## src/rtl/ksa.sv

```systemverilog
// ksa: ARC4 key-scheduling engine that permutes the 256x8 S memory in place
module ksa #(
    parameter int KEY_BYTES = 3
) (
    input  logic                   clk,
    input  logic                   rst_n,
    input  logic                   en,
    output logic                   rdy,
    input  logic [8*KEY_BYTES-1:0] key,
    output logic [7:0]             addr,
    input  logic [7:0]             rddata,
    output logic [7:0]             wrdata,
    output logic                   wren
);
    localparam int KW = (KEY_BYTES > 1) ? $clog2(KEY_BYTES) : 1;
    localparam logic [KW-1:0] KLAST = KW'(KEY_BYTES - 1);

    typedef enum logic [2:0] {IDLE, RD_I, WT_I, RD_J, WT_J, WR_I, WR_J} state_t;

    state_t        r_state;
    state_t        w_next;
    logic [7:0]    r_i;
    logic [7:0]    r_j;
    logic [7:0]    r_si;
    logic [7:0]    r_sj;
    logic [KW-1:0] r_kidx;
    logic [7:0]    w_kbyte;

    // Select the key byte for the current i; byte 0 sits in the most significant position
    always_comb begin
        w_kbyte = key[8*(KEY_BYTES-1-int'(r_kidx)) +: 8];
    end

    // State register; reset aborts any run in progress
    always_ff @(posedge clk) begin
        if (!rst_n) r_state <= IDLE;
        else        r_state <= w_next;
    end

    // Datapath: indices, captured S values and the key byte counter (tracks i mod KEY_BYTES)
    always_ff @(posedge clk) begin
        if (!rst_n) begin
            r_i    <= '0;
            r_j    <= '0;
            r_si   <= '0;
            r_sj   <= '0;
            r_kidx <= '0;
        end else begin
            case (r_state)
                IDLE: if (en) begin
                    r_i    <= '0;
                    r_j    <= '0;
                    r_kidx <= '0;
                end
                WT_I: begin
                    r_si <= rddata;
                    r_j  <= r_j + rddata + w_kbyte;
                end
                WT_J: r_sj <= rddata;
                WR_J: begin
                    r_i    <= r_i + 8'd1;
                    r_kidx <= (r_kidx == KLAST) ? '0 : r_kidx + 1'b1;
                end
                default: ;
            endcase
        end
    end

    // Next-state and memory-port decode; i wraps to 0 as the last swap completes
    always_comb begin
        w_next = r_state;
        rdy    = 1'b0;
        addr   = r_i;
        wrdata = 8'd0;
        wren   = 1'b0;
        case (r_state)
            IDLE: begin
                rdy    = 1'b1;
                w_next = en ? RD_I : IDLE;
            end
            RD_I: w_next = WT_I;
            WT_I: w_next = RD_J;
            RD_J: begin
                addr   = r_j;
                w_next = WT_J;
            end
            WT_J: w_next = WR_I;
            WR_I: begin
                wrdata = r_sj;
                wren   = 1'b1;
                w_next = WR_J;
            end
            WR_J: begin
                addr   = r_j;
                wrdata = r_si;
                wren   = 1'b1;
                w_next = (r_i == 8'd255) ? IDLE : RD_I;
            end
            default: w_next = IDLE;
        endcase
    end
endmodule
```

## config.mk

```make
export PLATFORM = sky130hd
export DESIGN_NAME = ksa
export DESIGN_NICKNAME = d
export VERILOG_FILES = /design/src/rtl/ksa.sv
export SDC_FILE = /design/constraint.sdc
export NUM_CORES = 1
export LEC_CHECK = 0
export CAP_MARGIN = 5
export CORE_UTILIZATION = 55
export DETAILED_ROUTE_END_ITERATION = 10
export GPL_ROUTABILITY_DRIVEN = 0
export PLACE_DENSITY = 0.86
export SLEW_MARGIN = 20
export SYNTH_ARGS = -nofsm -noshare
export SYNTH_HDL_FRONTEND = slang
export SYNTH_SLANG_ARGS = --single-unit
```

## constraint.sdc

```tcl
create_clock -name clk -period 6.6 [get_ports clk]
set_input_delay 0.66 -clock clk [delete_from_list [all_inputs] [get_ports clk]]
set_output_delay 0.66 -clock clk [all_outputs]
set_load 0.005 [all_outputs]
```

---- Word level (Yosys, flattened, before mapping) ----
Index checks and enable logic that the tools add are counted.
operators by class
  div/mod/pow operators ................... 0
  bitwise logic cells ..................... 0
  $lt $le $gt $ge ......................... 0
  add/subtract/negate cells ............... 5
  reductions and logical operators ........ 7
  shift operators ......................... 1
  equality and inequality tests ........... 9
  mux-type cells .......................... 13
  multiply operators ...................... 0
operator list
  kind                 number
  $pmux 8 s2           3
  $shiftx 24x6->8      1
  $pmux 3 s7           1
  $add 8x8->8          2
  $mux 8               2
  $eq 3x3->1 const B   3
  $add 8x1->8 const B  1
  $eq 8x8->1 const B   1
  $eq 3x2->1 const B   2
  $mux 1               4
  $mux 2               2
  $pmux 2 s2           1
  $reduce_and 2->1     2
  $reduce_bool 2->1    2
  $reduce_or 2->1      2
  $eq 3x1->1 const B   1
  $logic_not 3->1      1
  $sub 2x2->3 const A  1
  $add 2x1->2 const B  1
  $eq 2x2->1 const B   1
  $ne 2x2->1 const B   1
word-level totals
  bits in latches ......................... 0
  memories ................................ 0
  output and inout port bits .............. 18
  ROM bits ................................ 0
  bits in writable memories ............... 0
  input bits .............................. 35
  word-level logic and storage cells ...... 41
  register bits after elaboration ......... 37

---- Depth between registers and ports, before layout ----
  word-level depth ........................ 4
  mapped depth ............................ 18
  mapped depth without buffers ............ 15

---- Worst setup path after synthesis ----
Ideal clock, no wire load.
  kind .................................... register to register
  from .................................... register r_kidx[0]
  to ...................................... register r_j[7]
  period minus slack after synthesis ...... 3,318 ps
  path buffers ............................ 3
  stages on the path, launching flop included .. 19
  slack ................................... 3,282 ps
  arrival time ............................ 3,255 ps
  library setup time ...................... 63 ps
  required time ........................... 6,537 ps
  cells stage by stage .................... dfxtp_1 > buf_2 > inv_1 > ha_1 > buf_6 > buf_2 > mux2i_1 > nor2_1 > a31oi_1 > nor2_1 > fa_1 > ha_1 > inv_1 > fa_1 > nor2b_1 > o31ai_1 > o2bb2ai_1 > nor4_1 > nand3b_1
on the way
  longest elaborated chain between the ends .. 4
ends and longest elaborated chain
  what                    line  source
  start, declared         26    logic [KW-1:0] r_kidx;
  start signal, assigned  62    r_kidx <= (r_kidx == KLAST) ? '0 : r_kidx + 1'b1;
  $sub 2x2->3             31    w_kbyte = key[8*(KEY_BYTES-1-int'(r_kidx)) +: 8];
  $shiftx 24x6->8         31
  $add 8x8->8             57    r_j <= r_j + rddata + w_kbyte;
  $pmux 8 s2              49    case (r_state)
  end signal, assigned    57
  end, declared           23    logic [7:0] r_j;
No other way between the ends.
A chain may end at the register's enable or synchronous reset.

---- Worst setup path in the final report ----
Ends and elaborated chain as after synthesis.

==> metrics.md <==
| Metric | Value |
|---|---|
| IO Count | 53 |
| Die height | between 60 and 70 um |
| Syn nets | approximately 350 |
| Metal2 WL | about 2700 um |
| Worst-margin pin slew | 1.05 ns |
| Detail Route Antenna Nets | 0 |
| Drt drc | 0 |
| Vias per std cell | between 5 and 6 |
| Initial antenna violation count | 0 |
| Cts hold-fix bufs | 0 |
| Cell taking the most area after synthesis | dfxtp_1 |
| Max VDD drop | 0.143 mV |
| Vias in the first global route | 1993 |
| Die Wd | 68.0 um |
| Met1 WL | about 2600 um |
| Sequential element share of the synthesized area | 0.309 |
| # diodes | 0 |
| H-tree depth | 2 |
| Yosys top cell area share | 0.309 |
| Routed WL | between 5000 and 6000 um |
| Top Metal Used | met4 |
| Fillers | 325 |
| WP data arrival | around 4.3 ns |
| Crit. End Element | register |
| Ys Warns | 0 |
| Power Dens Cells | 179 mW/mm^2 |
| Crit Path Max Fanout | 19 |
| Synthesized flop and latch total | 37 |
| Grt ovf | 0 |
| Num CTS Buffers | 5 |
| Worst skew pair latency | ~0.29 ns |
| Top cells by area, synth | dfxtp_1 (31%), nand2_1 (7.7%), fa_1 (6.7%) |
| CTS tree | yes |
| # port buffers | 52 |
| Post-synthesis cell area | approximately 0.0024 mm^2 |
| Nets | 395 |
| Core area | approximately 0.004 mm^2 |
| Largest net degree at the start of global routing | 38 |
| Wire per inst | roughly 14 um |
| Worst hold start | r_sj[7] |
| Max clock buf depth | 2 |
| Die area | 0.00462 mm^2 |
| Avg Synthesized Cell Area | 7.96 um^2 |
| RR Startpoint | r_kidx[0] |
| TritonRoute pass-1 iters | 4 |
| Min-Delay Path Depth | 2 |
| CTS root buf | clkbuf_8 |
| Setup-failing EPs final | 0 |
| Setup CP Type | reg -> reg |
| Met3 wire len | between 200 and 300 um |
| Final Hold Viols | 0 |
| RSZ-0062 raised after global routing | false |
| Setup crit start kind | register |
| Layout area overhead | 23.2% |
| Synth cell types | 40 |
| Mapped Cells | ~300 |
| Slew HR | 0.296 |
| Clock Sinks | 37 |
| Worst Reg-to-Reg Cells | 15 |
| Worst Setup EP | r_j[7] |
| Post_cts resized | 0 |
| Setup TNS | 0 ns |
| Share of cells above drive strength 1 | 0.0525 |
| Status | finished, final reports clean |
| GRT Total Usage | 0.273 |
| Via count | 2223 |
| Worst Skew | approximately 0.0067 ns |
| Cell leakage power | ~1.1 nW |
| Hold WS | 0.459 ns |
| CTS clk-pin slew, worst paths | approximately 0.080 ns |
| Final slew viol count | 0 |
| Post CTS Setup Buffer Count | 0 |
| Worst flop-to-flop path endpoint | r_j[7] |
| Fin crit period | between 4 and 5 ns |
| Tcrit/Tclk final | 0.618 |
| Starting Density | 0.586 |
| Setup slack, reg-to-reg | 2.52 ns |
| Drt initial violations | 160 |
| # rows | 23 |
| Post-Layout Cell Count | ~390 |
| DP HPWL | approximately 4100 um |
| Placed insts | between 300 and 400 |
| First-pass GRT wire length | 9370 um |
| Max cap viols | 0 |
| CP Data Required Time | about 7 ns |
| Fmax | about 240 MHz |
| HP Class | reg -> reg |
| Worst setup startpoint | r_kidx[0] |
cell usage in the layout (no fill, tap or decap), types with 11 or more instances in the layout:
master / netlist / routed
a21oi_1: 29 / 29
nand2_1: 49 / 49
o21ai_0: 12 / 12
nor2b_1: 11 / 11
nand3_1: 11 / 11
nor2_1: 25 / 25
dfxtp_1: 37 / 37
a22oi_1: 13 / 13
inv_1: 17 / 17
clkdlybuf4s50_1: 0 / 52
routing by layer:
metal | global-route usage | vias up
li1 | - | 1106
met1 | 0.369 | 1038
met2 | 0.438 | 64
met3 | 0.0533 | 15
met4 | 0.0833 | 0
met5 | 0 | -
report_power, final:
group | internal (W) | switching [W]
Clock | 0.0000729 | 0.0000834
Sequential | 0.000232 | 0.00000917
Combinational | 0.0000611 | 0.0000692
how the worst min path moves through the flow:
stage	to
global placement	r_si[5]
detailed placement	r_si[0]
CTS	r_si[6]
finish	r_sj[7]
floorplan	r_j[5]
global route	r_si[3]
stage by stage:
stage | area, um^2 | worst slack (ns) | total power (W) | util
3_3_place_gp | 2870 | 2.85 | 0.000370 | 0.701
2_1_floorplan | 2400 | 3.28 | 0.000331 | -
6_report | 2950 | 2.52 | 0.000528 | 0.723
3_5_place_dp | 2870 | 2.63 | 0.000374 | 0.701
4_1_cts | 2950 | 2.60 | 0.000527 | 0.723
5_1_grt | 2950 | 2.22 | 0.000556 | 0.723
flip-flops by register name, summed over array words and instances (netlist names):
signal and cells:
r_i 8, r_j 8, r_state 3, r_si 8
r_sj 8, r_kidx 2
cell type report:
type / count / area [um^2] / area share
clock buffers: 5 / 68.8 / 0.0233
multi-input cells: 228 / 1480 / 0.500
repair buffers: 52 / 520 / 0.176
inverters: 18 / 67.6 / 0.0229
flip-flops and latches: 37 / 741 / 0.251
well taps: 50 / 62.6 / 0.0212
clock inverters: 3 / 17.5 / 0.00593
cell families (layout without fill, tap and decap cells):
family / Yosys count / in the layout / share of synthesized area
AND/OR/NAND/NOR: 117 / 117 / 0.228
flip-flops: 37 / 37 / 0.309
buffers and inverters: 36 / 78 / 0.0752
adder cells (fa/ha/maj): 18 / 18 / 0.119
AO/OA/AOI/OAI: 73 / 73 / 0.186
multiplexers: 13 / 13 / 0.0569
XOR/XNOR: 7 / 7 / 0.0256
worst max-delay path, stage by stage (launching register included):
cell and delay (ns):
dfxtp_1 0.68, inv_1 0.16, ha_1 0.73, mux2i_1 0.27, nor2_1 0.05, a31oi_1 0.16, nor2_1 0.07, fa_1 0.49
ha_1 0.17, inv_1 0.06, fa_1 0.40, nor2b_1 0.20, o31ai_1 0.11, o2bb2ai_1 0.15, nor4_1 0.18, nand3b_1 0.14
cells in the mapped netlist, drive strengths merged:
| master | count |
|---|---|
| nor4 | 1 |
| o21a | 3 |
| dfxtp | 37 |
| nor3 | 1 |
| and3b | 1 |
| or3 | 3 |
| ha | 10 |
| o2bb2ai | 1 |
| o31ai | 2 |
| o211ai | 2 |
| nand4 | 3 |
| mux2i | 8 |
| a21oi | 30 |
| o21ai | 12 |
| nand2 | 49 |
| a21boi | 1 |
| nand3 | 11 |
| mux2 | 5 |
| and2 | 2 |
| nor2 | 25 |
| a22oi | 13 |
| nor2b | 12 |
| nand3b | 3 |
| a21o | 1 |
| xnor2 | 6 |
| xor2 | 1 |
| buf | 10 |
| clkbuf | 8 |
| nand2b | 4 |
| a211oi | 2 |
| a31oi | 6 |
| and3 | 2 |
| inv | 18 |
| fa | 8 |
No activity file was read; power rests on OpenSTA's default activity.
